`config.mk`:
```
export PLATFORM = sky130hd
export DESIGN_NAME = vend_dispense_ctrl
export DESIGN_NICKNAME = d
export VERILOG_FILES = /design/src/rtl/vend_pkg.sv /design/src/rtl/vend_timeout_cnt.sv /design/src/rtl/vend_dispense_ctrl.sv
export SDC_FILE = /design/constraint.sdc
export NUM_CORES = 1
export LEC_CHECK = 0
export ABC_CLOCK_PERIOD_IN_PS = 3000
export BUFFER_PORTS_ARGS = -buffer_cell sky130_fd_sc_hd__buf_4
export CORE_ASPECT_RATIO = 0.5
export CORE_MARGIN = 5
export CORE_UTILIZATION = 55
export CTS_CLUSTER_SIZE = 20
export DETAILED_ROUTE_END_ITERATION = 10
export GPL_ROUTABILITY_DRIVEN = 0
export PLACE_DENSITY = 0.87
export SETUP_SLACK_MARGIN = 0.1
export SLEW_MARGIN = 40
export SYNTH_ARGS = -nofsm -noshare
export SYNTH_HDL_FRONTEND = slang
export SYNTH_SLANG_ARGS = --single-unit
```
`constraint.sdc`:
```
create_clock -name sys_clk -period 3 [get_ports sys_clk]
set_input_delay 0.6 -clock sys_clk [delete_from_list [all_inputs] [get_ports sys_clk]]
set_output_delay 0.6 -clock sys_clk [all_outputs]
set_load 0.1 [all_outputs]
```
`src/rtl/vend_pkg.sv`:
```
`default_nettype none
// ============================================================================
// Module : vend_pkg
// Brief  : Shared types and constants for the cola vending transaction block.
// Rev    : 1.0  initial release
// ============================================================================
package vend_pkg;

    // One-hot transaction states
    typedef enum logic [3:0] {
        IDLE    = 4'b0001,
        COLLECT = 4'b0010,
        VEND    = 4'b0100,
        RETURN  = 4'b1000
    } state_t;

    // Coin values in half-yuan units
    localparam int HALF_VAL = 1;
    localparam int ONE_VAL  = 2;

    // Default product price in half-yuan units (2.0 yuan)
    localparam int DEFAULT_PRICE = 4;

endpackage
`default_nettype wire

```
`src/rtl/vend_timeout_cnt.sv`:
```
`default_nettype none
// ============================================================================
// Module : vend_timeout_cnt
// Brief  : Inactivity counter for the COLLECT state; pulses expired on the
//          cycle whose edge completes TIMEOUT idle cycles.
// Rev    : 1.0  initial release
// ============================================================================
module vend_timeout_cnt #(
    parameter int TIMEOUT = 1000
) (
    input  logic sys_clk,
    input  logic sys_rst_n,
    input  logic clr,
    input  logic en,
    output logic expired
);

    localparam int CNT_W = (TIMEOUT > 1) ? $clog2(TIMEOUT) : 1;
    localparam logic [CNT_W-1:0] LAST = CNT_W'(TIMEOUT - 1);

    logic [CNT_W-1:0] cnt;

    // The edge taken while cnt holds TIMEOUT-1 is the TIMEOUT-th idle edge
    assign expired = en && !clr && (cnt == LAST);

    // Count idle cycles; any clear (coin or leaving COLLECT) restarts from zero
    always_ff @(posedge sys_clk or negedge sys_rst_n) begin
        if (!sys_rst_n) begin
            cnt <= '0;
        end else if (clr) begin
            cnt <= '0;
        end else if (en && !expired) begin
            cnt <= cnt + 1'b1;
        end
    end

endmodule
`default_nettype wire

```
`src/rtl/vend_dispense_ctrl.sv`:
```
`default_nettype none
// ============================================================================
// Module : vend_dispense_ctrl
// Brief  : Vending transaction controller: coin credit, dispenser handshake,
//          stock tracking and paced half-yuan change/refund ejection.
// Rev    : 1.0  initial release
// ============================================================================
module vend_dispense_ctrl
    import vend_pkg::*;
#(
    parameter int PRICE      = DEFAULT_PRICE,
    parameter int CREDIT_W   = 4,
    parameter int STOCK_W    = 4,
    parameter int STOCK_INIT = 8,
    parameter int TIMEOUT    = 1000
) (
    input  logic                sys_clk,
    input  logic                sys_rst_n,
    input  logic                coin_half,
    input  logic                coin_one,
    input  logic                cancel,
    input  logic                restock,
    input  logic                disp_ack,
    output logic                disp_req,
    output logic                chg_pulse,
    output logic                coin_rej,
    output logic [CREDIT_W-1:0] credit,
    output logic [STOCK_W-1:0]  stock,
    output logic                sold_out,
    output logic                busy
);

    state_t              state;
    logic [1:0]          coin_val;
    logic                coin_seen;
    logic                coin_window;
    logic                coin_ok;
    logic [CREDIT_W:0]   credit_sum;
    logic                price_hit;
    logic [CREDIT_W-1:0] credit_left;
    logic                timeout_clr;
    logic                timeout_en;
    logic                timeout_hit;

    // Coin value and acceptance decode; the extra sum bit flags credit overflow
    assign coin_val    = (coin_half ? 2'(HALF_VAL) : 2'd0) + (coin_one ? 2'(ONE_VAL) : 2'd0);
    assign coin_seen   = (coin_val != 2'd0);
    assign coin_window = (state == IDLE) || (state == COLLECT);
    assign credit_sum  = {1'b0, credit} + (CREDIT_W + 1)'(coin_val);
    assign coin_ok     = coin_window && coin_seen && (stock != '0) && !credit_sum[CREDIT_W];
    assign price_hit   = (credit_sum >= (CREDIT_W + 1)'(PRICE));
    assign credit_left = credit_sum[CREDIT_W-1:0] - CREDIT_W'(PRICE);

    // Status decodes straight from registers
    assign sold_out = (stock == '0);
    assign busy     = (state == VEND) || (state == RETURN);

    // Inactivity timer runs only while collecting with no accepted coin
    assign timeout_en  = (state == COLLECT);
    assign timeout_clr = coin_ok || (state != COLLECT);

    vend_timeout_cnt #(
        .TIMEOUT (TIMEOUT)
    ) u_timeout (
        .sys_clk   (sys_clk),
        .sys_rst_n (sys_rst_n),
        .clr       (timeout_clr),
        .en        (timeout_en),
        .expired   (timeout_hit)
    );

    // Transaction FSM with credit, stock and registered actuator outputs
    always_ff @(posedge sys_clk or negedge sys_rst_n) begin
        if (!sys_rst_n) begin
            state     <= IDLE;
            credit    <= '0;
            stock     <= STOCK_W'(STOCK_INIT);
            disp_req  <= 1'b0;
            chg_pulse <= 1'b0;
            coin_rej  <= 1'b0;
        end else begin
            coin_rej <= coin_seen && !coin_ok;
            unique case (state)
                IDLE: begin
                    if (restock) begin
                        stock <= STOCK_W'(STOCK_INIT);
                    end
                    if (coin_ok) begin
                        if (price_hit) begin
                            credit   <= credit_left;
                            disp_req <= 1'b1;
                            state    <= VEND;
                        end else begin
                            credit <= credit_sum[CREDIT_W-1:0];
                            state  <= COLLECT;
                        end
                    end
                end
                COLLECT: begin
                    if (cancel) begin
                        // A coin in the cancel cycle is banked and refunded
                        if (coin_ok) begin
                            credit <= credit_sum[CREDIT_W-1:0];
                        end
                        chg_pulse <= 1'b1;
                        state     <= RETURN;
                    end else if (coin_ok) begin
                        if (price_hit) begin
                            credit   <= credit_left;
                            disp_req <= 1'b1;
                            state    <= VEND;
                        end else begin
                            credit <= credit_sum[CREDIT_W-1:0];
                        end
                    end else if (timeout_hit) begin
                        chg_pulse <= 1'b1;
                        state     <= RETURN;
                    end
                end
                VEND: begin
                    if (disp_ack) begin
                        stock    <= stock - 1'b1;
                        disp_req <= 1'b0;
                        if (credit != '0) begin
                            chg_pulse <= 1'b1;
                            state     <= RETURN;
                        end else begin
                            state <= IDLE;
                        end
                    end
                end
                RETURN: begin
                    // High cycle ejects a coin; low cycle decides whether to continue
                    if (chg_pulse) begin
                        credit    <= credit - 1'b1;
                        chg_pulse <= 1'b0;
                    end else if (credit == '0) begin
                        state <= IDLE;
                    end else begin
                        chg_pulse <= 1'b1;
                    end
                end
                default: begin
                    state     <= IDLE;
                    disp_req  <= 1'b0;
                    chg_pulse <= 1'b0;
                end
            endcase
        end
    end

endmodule
`default_nettype wire

```
==> flow_summary.json <==
{
  "max_stage_delay_ns": 0.76,
  "cts-root-buf": "clkbuf_8",
  "layout.nets": 229,
  "grt_max_degree": 26,
  "rrSetupSlack_ns": 0.43,
  "slew_headroom_pct": 55.4,
  "rsz0062_at_grt": "no",
  "clock_latency_ns": 0.27,
  "r2r-end": "chg_pulse",
  "route.detailed.drc": 0,
  "postCtsResizedCells": 0,
  "path_clk_slew_ns": 0.09,
  "period_share_pct": 86.9,
  "vias": 1590,
  "place_inst": 250,
  "hp-class": "input port to async pin",
  "drt-total-wl_mm": 3.98,
  "cts_buffer_depth": 2,
  "clock_sinks": 25,
  "via_per_inst": 6.26,
  "n_antenna_cell": 0,
  "netlist_instances": 198,
  "hpwl_mm": 3.00,
  "die_w_um": 89.9,
  "timing.rr.start": "credit[0]",
  "syn_area_per_cell_sq_um": 8.86,
  "maxSlewViolCount": 0,
  "top_layer_used": "met4",
  "design.core.area_sq_um": 3030,
  "finalHoldViolations": 0,
  "cp-start-kind": "flop",
  "placed_area_sq_um": 1920,
  "wl_met1_mm": 1.79,
  "dr.pass1.iters": 6,
  "drt_first_iter_violations": 105,
  "setup_viol": 0,
  "tightest_slew_ns": 0.667,
  "wl_met2_mm": 1.90,
  "numCtsBuffers": 3,
  "drive_above_1_share_pct": 19.6,
  "synth-edff-count": 0,
  "stdcell_count": 254,
  "synthesis.nets": 212,
  "status": "finished, final reports clean",
  "grt.overflow.total": 0,
  "wl_met3_um": 251,
  "end_kind": "output port",
  "ir_drop_mv": 0.558,
  "ys_warn_count": 0,
  "grt_usage_pct": 18.2,
  "die_y_um": 49.9,
  "tns_ns": 0,
  "rows": 14,
  "cts_setup_buffers": 0,
  "synthToLayoutAreaGrowth_pct": 12.5,
  "skew_ns": 0.00519,
  "crit_buf_inv": 1,
  "synthDistinctLibCells": 55,
  "ys_seq_area_share_pct": 35.8,
  "portBuffers": 19,
  "wire_per_inst_um": 15.7,
  "leakage_nw": 0.818,
  "num_io_pins": 20,
  "setup_ws_ns": 0.393,
  "yosys.area.top_type_share_pct": 32.8,
  "clock.fmax_mhz": 384,
  "stdcell_area_sq_um": 1970,
  "required_ns": 2.40,
  "synth_area_leader_cell": "dfrtp_1",
  "postCtsHoldBufs": 0,
  "worst_path_max_delay_cell": "or4b_1",
  "ant_nets": 0,
  "critPathKind": "flop to output port",
  "htreeDepth": 1,
  "synthTopCellsByArea": "dfrtp_1, nor2_1, ha_1",
  "cp.arrival_ns": 2.01,
  "p_per_area_nw_per_um2": 1050,
  "min_period_ns": 2.61,
  "critPathTopFamily": "simple AND/OR/NAND/NOR gates",
  "synth-seq-cells": 25,
  "worstPathCellList": "or4b_1 > nand2_1 > buf_4",
  "mappedNetlistArea_sq_um": 1750,
  "grt_first_pass_wirelength_mm": 6.82,
  "start_util_pct": 57.9,
  "r2r_cells": 8,
  "cts_tree": "yes",
  "maxCapViolCount": 0,
  "grt_pass1_vias": 1503,
  "antenna_found_initial": 0,
  "dieArea_sq_um": 4490,
  "path_max_fanout": 14,
  "synth-main-ff-cell": "dfrtp_1",
  "async_reset_ff_share_pct": 100,
  "pre_cts_ws_ns": 0.169
}
[where the power goes]
| part | leakage (nW) | switching, mW | internal [mW] |
|---|---|---|---|
| clock network | 0.0217 | 0.113 | 0.0941 |
| registers | 0.323 | 0.167 | 0.425 |
| logic | 0.473 | 0.862 | 0.414 |
[Yosys cell counts (3+ instances only)]
library cell / instances
xor2_1: 4
dfrtp_1: 23
nor3_1: 4
o21a_1: 3
a31oi_1: 3
o21ai_1: 4
o22ai_1: 4
buf_2: 3
nor4b_2: 3
a211oi_1: 3
and3_1: 3
or3_1: 4
nand2_1: 18
inv_1: 10
o2bb2ai_1: 3
o21ai_0: 10
nor2b_1: 3
xnor2_1: 4
clkbuf_1: 3
ha_1: 6
a21oi_1: 12
nor2_1: 22
nand3_1: 7
[stage by stage]
| stage | total power, mW | hold slack [ns] | utilization [%] |
|---|---|---|---|
| after floorplan | 1.60 | 0.304 | - |
| after global placement | 1.82 | 0.508 | 63.5 |
| after detailed placement | 1.86 | 0.520 | 63.5 |
| after CTS | 2.07 | 0.223 | 65.1 |
| after global routing | 2.20 | 0.239 | 65.1 |
| final | 2.08 | 0.212 | 65.1 |
[state kept, by name (all words and copies together) (netlist names)]
| name | count |
|---|---|
| chg_pulse | 1 |
| coin_rej | 1 |
| credit | 4 |
| disp_req | 1 |
| state | 4 |
| stock | 4 |
| u_timeout.cnt | 10 |
[cell type report]
cell class              count  area (sq um)
clock inverters             1          7.51
well taps                  40          50.0
flip-flops and latches     25           637
repair buffers             19           143
fillers                   240          1060
clock buffers               3          41.3
multi-input cells         156          1060
inverters                  10          37.5
[worst reg2reg max path, cell delays in order, from the launching register on]
cell      delay (ns)
dfrtp_2         0.40
ha_1            0.18
inv_1           0.05
fa_1            0.44
nor2b_1         0.30
a211o_1         0.35
nand2_1         0.08
a211oi_1        0.29
mux2_1          0.35
[how the worst max path moves through the flow]
| stage | startpoint | depth (start not counted) | endpoint | slack [ns] |
|---|---|---|---|---|
| floorplan | stock[0] | 7 | state[1] | 0.12 |
| finish | state[1] | 3 | busy | 0.39 |
| global placement | coin_half | 9 | state[1] | 0.29 |
| CTS | state[1] | 3 | busy | 0.41 |
| global route | credit[0] | 8 | chg_pulse | 0.30 |
| detailed placement | coin_half | 9 | chg_pulse | 0.17 |
[logic make-up after synthesis]
group | synth area share (%)
AND/OR/NAND/NOR | 27.7
AO/OA/AOI/OAI | 20.8
flip-flops | 35.8
multiplexers | 2.07
XOR/XNOR | 3.99
adder cells (fa/ha/maj) | 5.42
buffers and inverters | 4.28
[routing by layer]
| layer | global-route usage, % | up-vias |
|---|---|---|
| met1 | 24.5 | 768 |
| met2 | 30.5 | 59 |
| li1 | - | 753 |
| met4 | 3.96 | 0 |
| met3 | 3.50 | 10 |
| met5 | 0 | - |
[cell usage in the layout (no fill, tap or decap), types with 6 or more instances in the layout]
master and n:
dfrtp_1 18, o21ai_0 10, nand3_1 7, nand2_1 18, nor2_1 22, inv_1 10
ha_1 6, a21oi_1 12, buf_4 19
No activity file was read; power rests on OpenSTA's default activity.
